[config.mk]
export PLATFORM = sky130hd
export DESIGN_NAME = crossbar_sar_readout
export DESIGN_NICKNAME = d
export VERILOG_FILES = /design/src/rtl/crossbar_pkg.sv /design/src/rtl/crossbar_sar_bit.sv /design/src/rtl/crossbar_sar_readout.sv
export SDC_FILE = /design/constraint.sdc
export NUM_CORES = 1
export LEC_CHECK = 0
export ABC_AREA = 1
export ABC_CLOCK_PERIOD_IN_PS = 4900
export CAP_MARGIN = 0
export CORE_MARGIN = 5
export CORE_UTILIZATION = 59
export CTS_BUF_LIST = sky130_fd_sc_hd__clkbuf_4
export DETAILED_ROUTE_END_ITERATION = 12
export MAX_ROUTING_LAYER = met4
export PLACE_DENSITY = 0.9
export SLEW_MARGIN = 5
export SYNTH_ARGS = -nofsm -noshare
export SYNTH_HDL_FRONTEND = slang
export SYNTH_HIERARCHICAL = 1
export SYNTH_SLANG_ARGS = --single-unit
export TNS_END_PERCENT = 30
[constraint.sdc]
create_clock -name clk -period 4.9 [get_ports clk]
set_clock_uncertainty 0.15 [all_clocks]
set_input_delay 0.98 -clock clk [delete_from_list [all_inputs] [get_ports clk]]
set_output_delay 0.98 -clock clk [all_outputs]
set_load 0.05 [all_outputs]
[src/rtl/crossbar_pkg.sv]
// Shared crossbar constants: default sizing, FSM state encodings and a
// width helper used by every crossbar block.
package crossbar_pkg;

  // Default sizing for a crossbar readout column sweep.
  localparam int CB_N_COLS_DEF        = 8;
  localparam int CB_RES_BITS_DEF      = 8;
  localparam int CB_SETTLE_CYCLES_DEF = 2;

  // Settle counter is sized for the largest legal settle time (15).
  localparam int CB_SETTLE_MAX = 15;
  localparam int CB_CNT_W      = 4;

  // Readout FSM state encodings, also visible on the fsm_state debug port.
  localparam logic [1:0] ST_IDLE    = 2'd0;
  localparam logic [1:0] ST_SELECT  = 2'd1;
  localparam logic [1:0] ST_CONVERT = 2'd2;
  localparam logic [1:0] ST_OUTPUT  = 2'd3;

  // Index width that never collapses to zero bits for a count of 1.
  function automatic int cb_idx_w(input int n);
    return (n > 1) ? $clog2(n) : 1;
  endfunction

endpackage

[src/rtl/crossbar_sar_bit.sv]
// Successive-approximation register for one column conversion. Holds the
// current DAC trial code and the bit under test; the parent FSM tells it
// when to start (load), when a trial ends (step) and when to forget (clear).
module crossbar_sar_bit
  import crossbar_pkg::*;
#(
  parameter int  RES_BITS = CB_RES_BITS_DEF,
  localparam int IDX_W    = cb_idx_w(RES_BITS)
) (
  input  logic                clk,
  input  logic                rst_n,
  input  logic                clear,
  input  logic                load,
  input  logic                step,
  input  logic                comp,
  output logic [RES_BITS-1:0] code,
  output logic [RES_BITS-1:0] decided,
  output logic                last_bit
);

  localparam logic [IDX_W-1:0]    TOP_IDX  = IDX_W'(RES_BITS - 1);
  localparam logic [IDX_W-1:0]    IDX_ONE  = IDX_W'(1);
  localparam logic [RES_BITS-1:0] CODE_ONE = RES_BITS'(1);
  localparam logic [RES_BITS-1:0] MSB_ONLY = CODE_ONE << (RES_BITS - 1);

  logic [IDX_W-1:0]    bit_idx;
  logic [RES_BITS-1:0] advanced;

  assign last_bit = (bit_idx == '0);

  // Apply the comparator decision to the bit under test, then propose the
  // next lower bit as the following trial.
  always_comb begin
    decided = code;
    if (!comp) begin
      decided[bit_idx] = 1'b0;
    end
    advanced = decided;
    if (!last_bit) begin
      advanced[bit_idx - IDX_ONE] = 1'b1;
    end
  end

  // Trial code and bit index; clear has priority so an abort always wins.
  always_ff @(posedge clk or negedge rst_n) begin
    if (!rst_n) begin
      code    <= '0;
      bit_idx <= '0;
    end else if (clear) begin
      code    <= '0;
      bit_idx <= '0;
    end else if (load) begin
      code    <= MSB_ONLY;
      bit_idx <= TOP_IDX;
    end else if (step) begin
      code    <= advanced;
      bit_idx <= last_bit ? '0 : (bit_idx - IDX_ONE);
    end
  end

endmodule

[src/rtl/crossbar_sar_readout.sv]
// Column-sweeping SAR readout for an analog crossbar. For each column it
// switches the analog mux, waits for settling, runs a binary search against
// an external comparator and offers the resulting code on a valid/ready port.
//
// Result handshake: res_valid is high only in OUTPUT and, once high, holds
// res_data/res_col/res_last stable until a cycle with res_valid && res_ready;
// that edge is the transfer. res_ready is ignored whenever res_valid is low.
module crossbar_sar_readout
  import crossbar_pkg::*;
#(
  parameter int  N_COLS        = CB_N_COLS_DEF,
  parameter int  RES_BITS      = CB_RES_BITS_DEF,
  parameter int  SETTLE_CYCLES = CB_SETTLE_CYCLES_DEF,
  localparam int COL_W         = cb_idx_w(N_COLS)
) (
  input  logic                clk,
  input  logic                rst_n,
  input  logic                start,
  input  logic                abort,
  input  logic                comp,
  output logic [COL_W-1:0]    col_sel,
  output logic [RES_BITS-1:0] dac_code,
  output logic                res_valid,
  input  logic                res_ready,
  output logic [RES_BITS-1:0] res_data,
  output logic [COL_W-1:0]    res_col,
  output logic                res_last,
  output logic                busy,
  output logic                done,
  output logic [1:0]          fsm_state
);

  localparam logic [COL_W-1:0]    LAST_COL = COL_W'(N_COLS - 1);
  localparam logic [COL_W-1:0]    COL_ONE  = COL_W'(1);
  localparam logic [CB_CNT_W-1:0] SETTLE   = CB_CNT_W'(SETTLE_CYCLES);
  localparam logic [CB_CNT_W-1:0] CNT_ONE  = CB_CNT_W'(1);

  logic [1:0]          state;
  logic [CB_CNT_W-1:0] cnt;
  logic                slot_end;
  logic                kill;
  logic                sar_clear;
  logic                sar_load;
  logic                sar_step;
  logic                sar_last;
  logic [RES_BITS-1:0] sar_code;
  logic [RES_BITS-1:0] sar_decided;

  assign slot_end  = (cnt == CNT_ONE);
  assign kill      = abort && (state != ST_IDLE);
  assign fsm_state = state;
  assign busy      = (state != ST_IDLE);
  assign res_valid = (state == ST_OUTPUT);
  assign dac_code  = (state == ST_CONVERT) ? sar_code : '0;

  // SAR control strobes: load on leaving SELECT, step at the end of each
  // trial; abort and IDLE keep the register empty.
  always_comb begin
    sar_clear = kill || (state == ST_IDLE);
    sar_load  = 1'b0;
    sar_step  = 1'b0;
    if (!kill) begin
      sar_load = (state == ST_SELECT)  && slot_end;
      sar_step = (state == ST_CONVERT) && slot_end;
    end
  end

  crossbar_sar_bit #(
    .RES_BITS (RES_BITS)
  ) u_sar (
    .clk      (clk),
    .rst_n    (rst_n),
    .clear    (sar_clear),
    .load     (sar_load),
    .step     (sar_step),
    .comp     (comp),
    .code     (sar_code),
    .decided  (sar_decided),
    .last_bit (sar_last)
  );

  // Sweep FSM: column select, settle/trial timing, result capture and done.
  always_ff @(posedge clk or negedge rst_n) begin
    if (!rst_n) begin
      state    <= ST_IDLE;
      cnt      <= '0;
      col_sel  <= '0;
      res_data <= '0;
      res_col  <= '0;
      res_last <= 1'b0;
      done     <= 1'b0;
    end else begin
      done <= 1'b0;
      if (kill) begin
        state   <= ST_IDLE;
        cnt     <= '0;
        col_sel <= '0;
      end else begin
        case (state)
          ST_IDLE: begin
            if (start && !abort) begin
              state   <= ST_SELECT;
              col_sel <= '0;
              cnt     <= SETTLE;
            end
          end
          ST_SELECT: begin
            if (slot_end) begin
              state <= ST_CONVERT;
              cnt   <= SETTLE;
            end else begin
              cnt <= cnt - CNT_ONE;
            end
          end
          ST_CONVERT: begin
            if (slot_end) begin
              if (sar_last) begin
                state    <= ST_OUTPUT;
                cnt      <= '0;
                res_data <= sar_decided;
                res_col  <= col_sel;
                res_last <= (col_sel == LAST_COL);
              end else begin
                cnt <= SETTLE;
              end
            end else begin
              cnt <= cnt - CNT_ONE;
            end
          end
          ST_OUTPUT: begin
            if (res_ready) begin
              if (res_last) begin
                state   <= ST_IDLE;
                col_sel <= '0;
                done    <= 1'b1;
              end else begin
                state   <= ST_SELECT;
                col_sel <= col_sel + COL_ONE;
                cnt     <= SETTLE;
              end
            end
          end
          default: begin
            state <= ST_IDLE;
            cnt   <= '0;
          end
        endcase
      end
    end
  end

endmodule

After elaboration in Yosys (flattened, before gate mapping)
Cells that the tools add are included.
{ "op_classes": {"n_eq_ne": 11, "n_reduce_logical": 17, "magnitude_cmp": 4, "add_sub_neg": 3, "bitwise_logic": 4, "mux": 41} }
{ "ops": {"columns": ["operator", "count"], "rows": [
  ["2-to-1 mux 8 bit", 6],
  ["2-to-1 mux 3 bit", 8],
  ["2-to-1 mux 4 bit", 6],
  ["case mux 4 bit (4 select lines)", 1],
  ["2-to-1 mux 2 bit", 7],
  ["2-to-1 mux 1 bit", 9],
  ["inequality test 3 x 2 -> 1 bit, second input constant", 3],
  ["AND 8 bit", 1],
  ["less-than comparator 3 x 4 -> 1 bit, second input constant", 2],
  ["inverter 8 bit", 1],
  ["OR 8 bit", 1],
  ["case mux 2 bit (4 select lines)", 1],
  ["demux 1 bit (select 3 bit)", 2],
  [">= comparator 3 x 1 -> 1 bit, second input constant", 2],
  ["logical AND 1 bit", 6],
  ["inequality test 3 bit, second input constant", 2],
  ["case mux 3 bit (2 select lines)", 1],
  ["AND reduction 3 bit", 2],
  ["nonzero test 3 bit", 2],
  ["AND reduction 5 bit", 1],
  ["equality test 2 bit, second input constant", 2],
  ["equality test 4 x 1 -> 1 bit, second input constant", 1],
  ["AND reduction 4 bit", 1],
  ["subtractor 4 x 1 -> 4 bit, second input constant", 1],
  ["11 further kinds", 11]
]} }
{ "totals": {"input_bits": 6, "word_cells": 89, "register_bits": 33} }

Longest topological paths before layout
Gate-level depths: netlist (run 1).
{ "depth": {"depth_word": 12, "depth_mapped": 12, "ltp_nobuf": 11} }

By module
Netlist (run 1), hierarchy kept.
{ "modules_own_cells": {"columns": ["module", "cells_each", "area_per_inst_um2", "instances"], "rows": [
  ["crossbar_sar_readout", 170, 1295.0, 1],
  ["crossbar_sar_bit", 106, 729.4, 1]
]} }

Worst setup path before layout (run 1)
OpenSTA, ideal clock, no wires.
{ "synth_path": {"path_kind": "register to output", "from": "register state[0] (netlist: fsm_state[0])", "to": "output dac_code[7]", "stages_incl_launch_ff": 6, "t_arrival_ns": 1.469, "slack_ns": 2.301, "n_path_buf": 1, "path_cell_list": "dfrtp_1 > inv_1 > ha_1 > buf_4 > nand2_1 > inv_1"} }
{ "synth_between": {"elab_chain_len": 2} }
{ "synth_lines": {"columns": ["element", "line_no", "text"], "rows": [
  ["start, declared", "crossbar_sar_readout.sv:38", "logic [1:0] state;"],
  ["start signal, assigned", "crossbar_sar_readout.sv:85", "state <= ST_IDLE;"],
  ["start signal, assigned", "crossbar_sar_readout.sv:95", "state <= ST_IDLE;"],
  ["start signal, assigned", "crossbar_sar_readout.sv:102", "state <= ST_SELECT;"],
  ["equality test 2 bit", "crossbar_sar_readout.sv:54", "assign dac_code = (state == ST_CONVERT) ? sar_code : '0;"],
  ["2-to-1 mux 8 bit", "crossbar_sar_readout.sv:54", null],
  ["end, declared", "crossbar_sar_readout.sv:22", "output logic [RES_BITS-1:0] dac_code,"]
]} }
Every way passes these cells.

Worst setup path after layout (run 1)
{ "layout_path": {"from": "register state[0] (netlist: fsm_state[0])", "to": "output dac_code[5]"} }
The elaborated chain is that of the path after synthesis.

==> results of run 1 <==
## worst register-to-register path, delay by kind of cell (launching register included)
kind,cells,cell delay [ps]
buffers and inverters,3,360
adders and majority gates,1,420
DFF,1,450
and+or+nand+nor,5,980
## power by group
group | internal, µW | switching, µW | leakage, µW | total [µW]
Clock | 51.8 | 89.7 | 0.0000300 | 141
Combinational | 177 | 390 | 0.000901 | 567
Sequential | 311 | 40.3 | 0.000451 | 351
## routing by layer
layer,routed length (µm),vias to the layer above,GRT usage (%),share of wire [%]
met5,0,-,-,0
met4,66,0,7.69,1.6
met3,222,6,4.54,5.3
met2,2010,44,34.7,48
met1,1860,812,24.3,45
li1,-,924,-,-
## Yosys cell counts
| master | instances | area share (%) |
|---|---|---|
| buf_6 | 2 | 1.1 |
| a21boi_0 | 1 | 0.37 |
| ha_1 | 11 | 6.8 |
| nor2_2 | 8 | 2.5 |
| nand2_2 | 5 | 1.5 |
| buf_4 | 1 | 0.37 |
| o21a_1 | 1 | 0.37 |
| nor2_1 | 6 | 1.1 |
| nor3_1 | 2 | 0.49 |
| o21ai_0 | 7 | 1.7 |
| a21oi_1 | 3 | 0.74 |
| nor3_4 | 1 | 0.80 |
| dfrtp_1 | 33 | 41 |
| inv_1 | 30 | 5.6 |
| nand2_1 | 109 | 20 |
| nand4_1 | 2 | 0.62 |
| nand3_1 | 12 | 3.0 |
| nor2_4 | 5 | 2.8 |
| buf_2 | 1 | 0.25 |
| o2bb2ai_1 | 1 | 0.43 |
| o21ai_1 | 20 | 4.9 |
| inv_2 | 13 | 2.4 |
| nor3b_2 | 1 | 0.62 |
| nand3_2 | 1 | 0.49 |
## path summary, 6_finish.rpt
check | slack (ps) | depth (start not counted) | to
min in group asynchronous | 880 | 2 | u_sar/code[6]
worst min register to register | 340 | 2 | res_data[1]
worst max register to register | 2480 | 9 | u_sar/code[5]
max in group asynchronous | 3420 | 2 | u_sar/bit_idx[1]
worst max-delay path | 1450 | 5 | dac_code[5]
worst min-delay path | 340 | 2 | res_data[1]
## through the flow
stage / std cells / worst slack, ps / power [µW] / util (%) / cell area [µm²]
finish: 360 / 1450 / 1060 / 73.0 / 2430
global route: 360 / 1310 / 1150 / 73.0 / 2430
CTS: 360 / 1410 / 1060 / 73.0 / 2430
detailed placement: 352 / 1790 / 921 / 71.5 / 2380
global placement: 352 / 1860 / 907 / 71.5 / 2380
floorplan: 276 / 2300 / 784 / - / 2020
## state kept, by name, indices dropped and copies added (netlist names)
| name | cells |
|---|---|
| res_data | 8 |
| u_sar/code | 8 |
| cnt | 4 |
| col_sel | 3 |
| res_col | 3 |
| u_sar/bit_idx | 3 |
| fsm_state | 2 |
| done | 1 |
| res_last | 1 |
## area by class of cell
cell class	count	share of cell area, %
Multi-Input combinational cell	196	41.2
Clock inverter	3	0.514
Sequential cell	33	33.9
Timing Repair Buffer	34	13.9
Inverter	43	6.63
Clock buffer	5	1.54
Tap cell	46	2.36
## cell usage in the layout, fill, tap and decap left out, types with 2 or more instances in the layout
| cell type | synthesis | final |
|---|---|---|
| nor2_1 | 6 | 6 |
| nand2_1 | 109 | 109 |
| inv_2 | 13 | 13 |
| nor2_4 | 5 | 5 |
| nor2_2 | 8 | 8 |
| ha_1 | 11 | 11 |
| nor3_1 | 2 | 2 |
| o21ai_1 | 20 | 20 |
| nand4_1 | 2 | 2 |
| o21ai_0 | 7 | 7 |
| clkdlybuf4s50_1 | 0 | 33 |
| clkinv_1 | 0 | 2 |
| clkbuf_4 | 0 | 5 |
| nand3_1 | 12 | 12 |
| dfrtp_1 | 33 | 33 |
| nand2_2 | 5 | 5 |
| inv_1 | 30 | 30 |
| a21oi_1 | 3 | 3 |
## kinds of logic (layout without fill, tap and decap cells)
kind of cell    Yosys count  in the layout
flops                    33             33
buf+inv                  47             85
fa+ha+maj                11             11
simple gates            152            152
compound gates           33             33
==> reports/metrics.yaml, run 1 <==
status: "complete, no violations"
antenna_found_initial: 0
drt-total-wl_um: 4170
ir_worst_vdd_v: 0.000329
drv_cap: 0
synth_compound_area_share_pct: 8.59
tightest_slew_ps: 723
path_cells: "inv_1 -> ha_1 -> nand2_1 -> inv_1 -> clkdlybuf4s50_1"
grt-ovfl-total: 0
hold_ws_ps: 339
setup.worst_path.start_class: "flop"
slew_headroom_pct: 51.4
core_region_area_um2: 3340
regArea_um2: 826
port_buffers: 33
postRouteAntennaNets: 0
synth-adder-area-share_pct: 6.80
vias: 1786
clk_latency_ps: 330
drc_errors: 0
multiInputGateArea_um2: 1000
dr.pass1.iters: 5
synthesis.area_um2: 2020
p_per_area_nw_per_um2: 435
holdCritPathClass: "flop to flop"
start_util_pct: 60.7
die_x_um: 68.6
cts.sinks: 33
synth_top_family_by_area: "simple AND/OR/NAND/NOR gates"
area_growth_pct: 20.3
synth_cells: 276
grt_max_degree: 34
die_area_um2: 4700
ys_seq_elements: 33
crit_path_max_incr_delay_ps: 790
worst-path-buf-inv: 3
p_leak_uw: 0.00138
antenna_cells: 0
cp_slowest_cell: "clkdlybuf4s50_1"
synthXorXnorAreaFrac_pct: 0
worstHoldStart: "res_data[1]"
die_y_um: 68.6
place.gp.congestion: 0.888
synthMuxAreaShare_pct: 0
rsz0062_at_grt: "no"
crit_path_start: "fsm_state[0]"
cts.clk_slew.worst_paths_ps: 100
vias_per_cell: 4.96
syn_area_per_cell_um2: 7.33
wl_per_cell_um: 11.6
htreeDepth: 2
num-nets-final: 330
cts_buffers: 5
row_count: 21
postCtsSetupBuffers: 0
synthesis.nets: 293
slew_viol_final: 0
grt_pass1_wl_um: 6990
grt_pass1_vias: 1633
worst-setup-path-type: "flop to output pin"
nFillCells: 267
grt.total_usage_pct: 20.7
ctsHoldBuffers: 0
clockBufferDepth: 2
fin_setup_tns_ps: 0
cts_root_buf: "clkbuf_4"
cts_resized: 0
fin_crit_sh_pct: 70.3
setup_violations: 0
cp_max_fo: 10
crit_top_cell: "inv_1"
dp_hpwl_um: 3280
io_pins: 34
r2r-start: "fsm_state[0]"
synth_warnings: 6
arrival_ps: 2320
tritoncts: "yes"
hold_viol_final: 0
ys_seq_area_share_pct: 40.8
max_freq_ghz: 0.290
drtIter0Drc: 122
crit_path_end_kind: "output pin"
path_delay_family: "buffers and inverters"
ys_types: 24
period_minus_slack_ps: 3450
synth-simple-area-share_pct: 34.1
worstPathRequired_ps: 3770
layout-drive-gt1-share_pct: 13.1
(Power assumes the default switching activity.)
==> inputs of run 2 (changes only) <==
ABC_CLOCK_PERIOD_IN_PS = 3300   (was 4900)
CORE_UTILIZATION = 55   (was 59)
PLACE_DENSITY = 0.85   (was 0.9)
clock period = 3.3 ns   (was 4.9 ns; I/O delays follow)
==> reports/metrics.yaml, run 2 (synthesized netlist as in run 1, its figures left out) <==
dr.pass1.iters: 4  # -1
nFillCells: 322  # +21%
slew_headroom_pct: 52.6  # +1.1 points
slew_viol_final: 0  # unchanged
crit_path_end_kind: "output pin"
r2r_slack_ps: 910  # -1570 ps
clockBufferDepth: 2  # unchanged
worst-setup-path-type: "flop to output pin"
drt-total-wl_um: 4290  # +3.0%
io_pins: 34  # unchanged
ctsHoldBuffers: 0  # unchanged
grt_max_degree: 34  # unchanged
p_per_area_nw_per_um2: 653  # +50%
layout_common_cells: "nand2_1, dfrtp_1, clkdlybuf4s50_1"
fin_setup_tns_ps: 0  # unchanged
layout-drive-gt1-share_pct: 13.7  # +0.64 points
area_growth_pct: 20.6
die_y_um: 70.7  # +3.1%
hold_ws_ps: 341  # +2.16 ps
grt-ovfl-total: 0  # unchanged
postCtsSetupBuffers: 0  # unchanged
cts.clk_slew.worst_paths_ps: 100  # about the same
antenna_cells: 0  # unchanged
wl_per_cell_um: 11.9  # +2.5%
period_minus_slack_ps: 3110
top_regs: "res_data: 8 flops, u_sar/code: 8 flops, cnt: 4 flops"
antenna_found_initial: 0  # unchanged
die_area_um2: 4990  # +6.2%
fin_crit_sh_pct: 94.2
grt.total_usage_pct: 18.2  # -2.5 points
grt_pass1_wl_um: 7100  # +1.6%
die_x_um: 70.7  # +3.1%
drc_errors: 0  # unchanged
cts_resized: 0  # unchanged
port_buffers: 33  # unchanged
num-nets-final: 330  # unchanged
setup.worst_path.start_class: "flop"
cp_max_fo: 10  # unchanged
htreeDepth: 2  # unchanged
clk_latency_ps: 340  # about the same
rsz0062_at_grt: "no"
drv_cap: 0  # unchanged
vias_per_cell: 5.05  # +1.7%
start_util_pct: 56.1  # -4.5 points
postRouteAntennaNets: 0  # unchanged
layout_commonest_cell: "nand2_1"
vias: 1827  # +2.3%
grt_pass1_vias: 1677  # +2.7%
setup_violations: 0  # unchanged
place.gp.congestion: 0.971  # +9.3%
dp_hpwl_um: 3150  # -4.1%
drtIter0Drc: 102  # -16%
max_freq_ghz: 0.322
p_leak_uw: 0.00139  # +0.39%
cts.sinks: 33  # unchanged
holdCritPathClass: "flop to flop"
row_count: 22  # +4.8%
tightest_slew_ps: 706  # -16.5 ps
core_region_area_um2: 3610  # +8.1%
worstPathRequired_ps: 2490  # -1280 ps
status: "complete, no violations"
ir_worst_vdd_v: 0.000471  # +43%
tritoncts: "yes"
cts_buffers: 5  # unchanged
cts_root_buf: "clkbuf_4"
arrival_ps: 2300  # -20 ps
hold_viol_final: 0  # unchanged
-- run 2: cell count changes in the layout (fill, tap and decap cells not counted), sizes merged --
cell	previous run	this run
clkbuf	5	6
clkinv	3	2
-- run 2: final timing paths --
| path | from | to | depth (start not counted) |
|---|---|---|---|
| setup / recovery | fsm_state[0] | dac_code[0] | 5 |
| hold / removal | res_data[0] | res_data[0] | 2 |
| setup reg to reg | fsm_state[0] | u_sar/code[5] | 9 |
| hold reg to reg | res_data[0] | res_data[0] | 2 |
| max in group asynchronous | rst_n | res_col[2] | 2 |
| min in group asynchronous | rst_n | u_sar/code[4] | 2 |
-- run 2: metrics by stage --
stage               setup slack (ps)  std cells  power [µW]  cell area, µm²  util, %
global route                    49.6        362        1710            2440     67.7
floorplan                        890        276        1160            2020        -
CTS                              164        362        1600            2440     67.7
finish                           190        362        1590            2440     67.7
detailed placement               563        354        1360            2390     66.2
global placement                 618        354        1340            2390     66.2
-- run 2: worst max-delay path, stage by stage, from the launching register on --
cell and delay (ps):
dfrtp_1 450, inv_1 140, ha_1 410, nand2_1 100
inv_1 70, clkdlybuf4s50_1 790
-- run 2: layout make-up --
cell class / count / area (µm²) / area share (%)
Timing Repair Buffer: 34 / 338 / 13.8
Tap cell: 48 / 60.1 / 2.46
Multi-Input combinational cell: 196 / 1000 / 41.0
Clock buffer: 6 / 45.0 / 1.84
Clock inverter: 2 / 10.0 / 0.410
Sequential cell: 33 / 826 / 33.8
Inverter: 43 / 161 / 6.61
-- run 2: routing by layer --
metal / global-route usage, % / up-vias / share of wire, %
met4: 9.19 / 0 / 2.6
met3: 4.55 / 12 / 5.1
met5: - / - / 0
met2: 29.0 / 47 / 48
met1: 21.5 / 842 / 44
li1: - / 926 / -
-- run 2: where the power goes --
part | total, µW | switching [µW] | internal, µW
registers | 523 | 61.1 | 462
clock network | 232 | 143 | 89.3
logic | 839 | 576 | 263
==> inputs of run 3 (changes only) <==
MAX_ROUTING_LAYER = unset   (was met4)
==> reports/metrics.yaml, run 3 (synthesized netlist as in run 1, its figures left out) <==
p_leak_uw: 0.00139  # unchanged
layout-drive-gt1-share_pct: 13.7  # unchanged
grtUsageMet1_pct: 21.0  # -0.54 points
dp_hpwl_um: 3150  # unchanged
status: "complete, no violations"
worstPathRequired_ps: 2490  # about the same
grt_pass1_vias: 1679  # +0.12%
cts_root_buf: "clkbuf_4"
setup_violations: 0  # unchanged
grt_pass1_wl_um: 7090  # -0.20%
drt-total-wl_um: 4290  # -0.16%
tritoncts: "yes"
cts_resized: 0  # unchanged
grt.total_usage_pct: 17.7  # -0.54 points
drc_errors: 0  # unchanged
top_regs: "res_data: 8 flops, u_sar/code: 8 flops, cnt: 4 flops"
cts.clk_slew.worst_paths_ps: 100  # about the same
arrival_ps: 2300  # about the same
holdCritPathClass: "flop to flop"
antenna_found_initial: 0  # unchanged
place.gp.congestion: 0.954  # -1.8%
path_delay_family: "buffers and inverters"
wl_per_cell_um: 11.8  # -0.16%
antenna_cells: 0  # unchanged
cp_slowest_cell: "clkdlybuf4s50_1"
core_region_area_um2: 3610  # unchanged
slew_viol_final: 0  # unchanged
slew_headroom_pct: 52.3  # -0.24 points
ir_worst_vdd_v: 0.000469  # -0.61%
p_per_area_nw_per_um2: 652  # -0.12%
clk_latency_ps: 340  # about the same
start_util_pct: 56.1  # unchanged
worst-setup-path-type: "flop to output pin"
die_x_um: 70.7  # unchanged
crit_top_cell: "inv_1"
area_growth_pct: 20.6  # unchanged
tightest_slew_ps: 710  # +3.61 ps
vias_per_cell: 5.09  # +0.82%
layout_commonest_cell: "nand2_1"
layout_common_cells: "nand2_1, dfrtp_1, clkdlybuf4s50_1"
setup.worst_path.start_class: "flop"
hold_viol_final: 0  # unchanged
htreeDepth: 2  # unchanged
postCtsSetupBuffers: 0  # unchanged
grt-ovfl-total: 0  # unchanged
nFillCells: 322  # unchanged
io_pins: 34  # unchanged
drtIter0Drc: 105  # +2.9%
max_freq_ghz: 0.321  # about the same
period_minus_slack_ps: 3110  # +1.75 ps
grtUsageMet3_pct: 5.26  # +0.71 points
die_area_um2: 4990  # unchanged
row_count: 22  # unchanged
rsz0062_at_grt: "no"
cts_buffers: 5  # unchanged
cp_max_fo: 10  # unchanged
cts.sinks: 33  # unchanged
grt_use_met2_pct: 29.1  # +0.10 points
dr.pass1.iters: 4  # unchanged
clockBufferDepth: 2  # unchanged
num-nets-final: 330  # unchanged
worst-path-buf-inv: 3  # unchanged
grt_most_used_layer: "met2"
drv_cap: 0  # unchanged
die_y_um: 70.7  # unchanged
crit_path_max_incr_delay_ps: 790  # about the same
ctsHoldBuffers: 0  # unchanged
total_power_uw: 1590  # -0.12%
grt_max_degree: 34  # unchanged
fin_crit_sh_pct: 94.3  # about the same
postRouteAntennaNets: 0  # unchanged
crit_path_end_kind: "output pin"
path_cells: "inv_1 -> ha_1 -> nand2_1 -> inv_1 -> clkdlybuf4s50_1"
port_buffers: 33  # unchanged
fin_setup_tns_ps: 0  # unchanged
vias: 1842  # +0.82%
[run 3: cell counts in the layout (fill, tap and decap cells not counted)]
No cell type changed its count.
[run 3: layout make-up]
type	instances	area, µm²	area share, %
Clock inverter	2	10.0	0.410
Tap cell	48	60.1	2.46
Clock buffer	6	45.0	1.84
Multi-Input combinational cell	196	1000	41.0
Sequential cell	33	826	33.8
Inverter	43	161	6.61
Timing Repair Buffer	34	338	13.8
[run 3: routing by layer]
layer  vias to the layer above  share of wire, %
met3                        12               6.0
met2                        56                48
met4                         0               2.6
li1                        927                 -
met1                       847                43
met5                         -                 0
[run 3: where the power goes]
part / leakage [µW] / internal, µW / switching [µW]
logic: 0.000901 / 262 / 575
clock network: 0.0000354 / 89.3 / 143
registers: 0.000451 / 462 / 60.7
total: 0.00139 / 814 / 778
[run 3: worst paths after layout]
check	startpoint	end	slack [ps]	cells after the start
max in group asynchronous	rst_n	res_col[2]	2140	2
worst max register to register	fsm_state[0]	u_sar/code[5]	910	9
worst max-delay path	fsm_state[0]	dac_code[0]	190	5
min in group asynchronous	rst_n	u_sar/code[4]	560	2
worst min-delay path	res_data[0]	res_data[0]	340	2
worst min register to register	res_data[0]	res_data[0]	340	2
[run 3: tightest hold or removal path: stages (launching register included)]
cell and delay (ps):
dfrtp_1 350, o21ai_1 60, nand2_1 50
[run 3: stage by stage]
stage	setup WS [ps]	hold slack (ps)	utilization [%]	cell area (µm²)	instances
2_1_floorplan	890	214	-	2020	276
3_3_place_gp	618	316	66.2	2390	354
3_5_place_dp	563	325	66.2	2390	354
4_1_cts	164	348	67.7	2440	362
5_1_grt	49.6	358	67.7	2440	362
6_report	189	341	67.7	2440	362
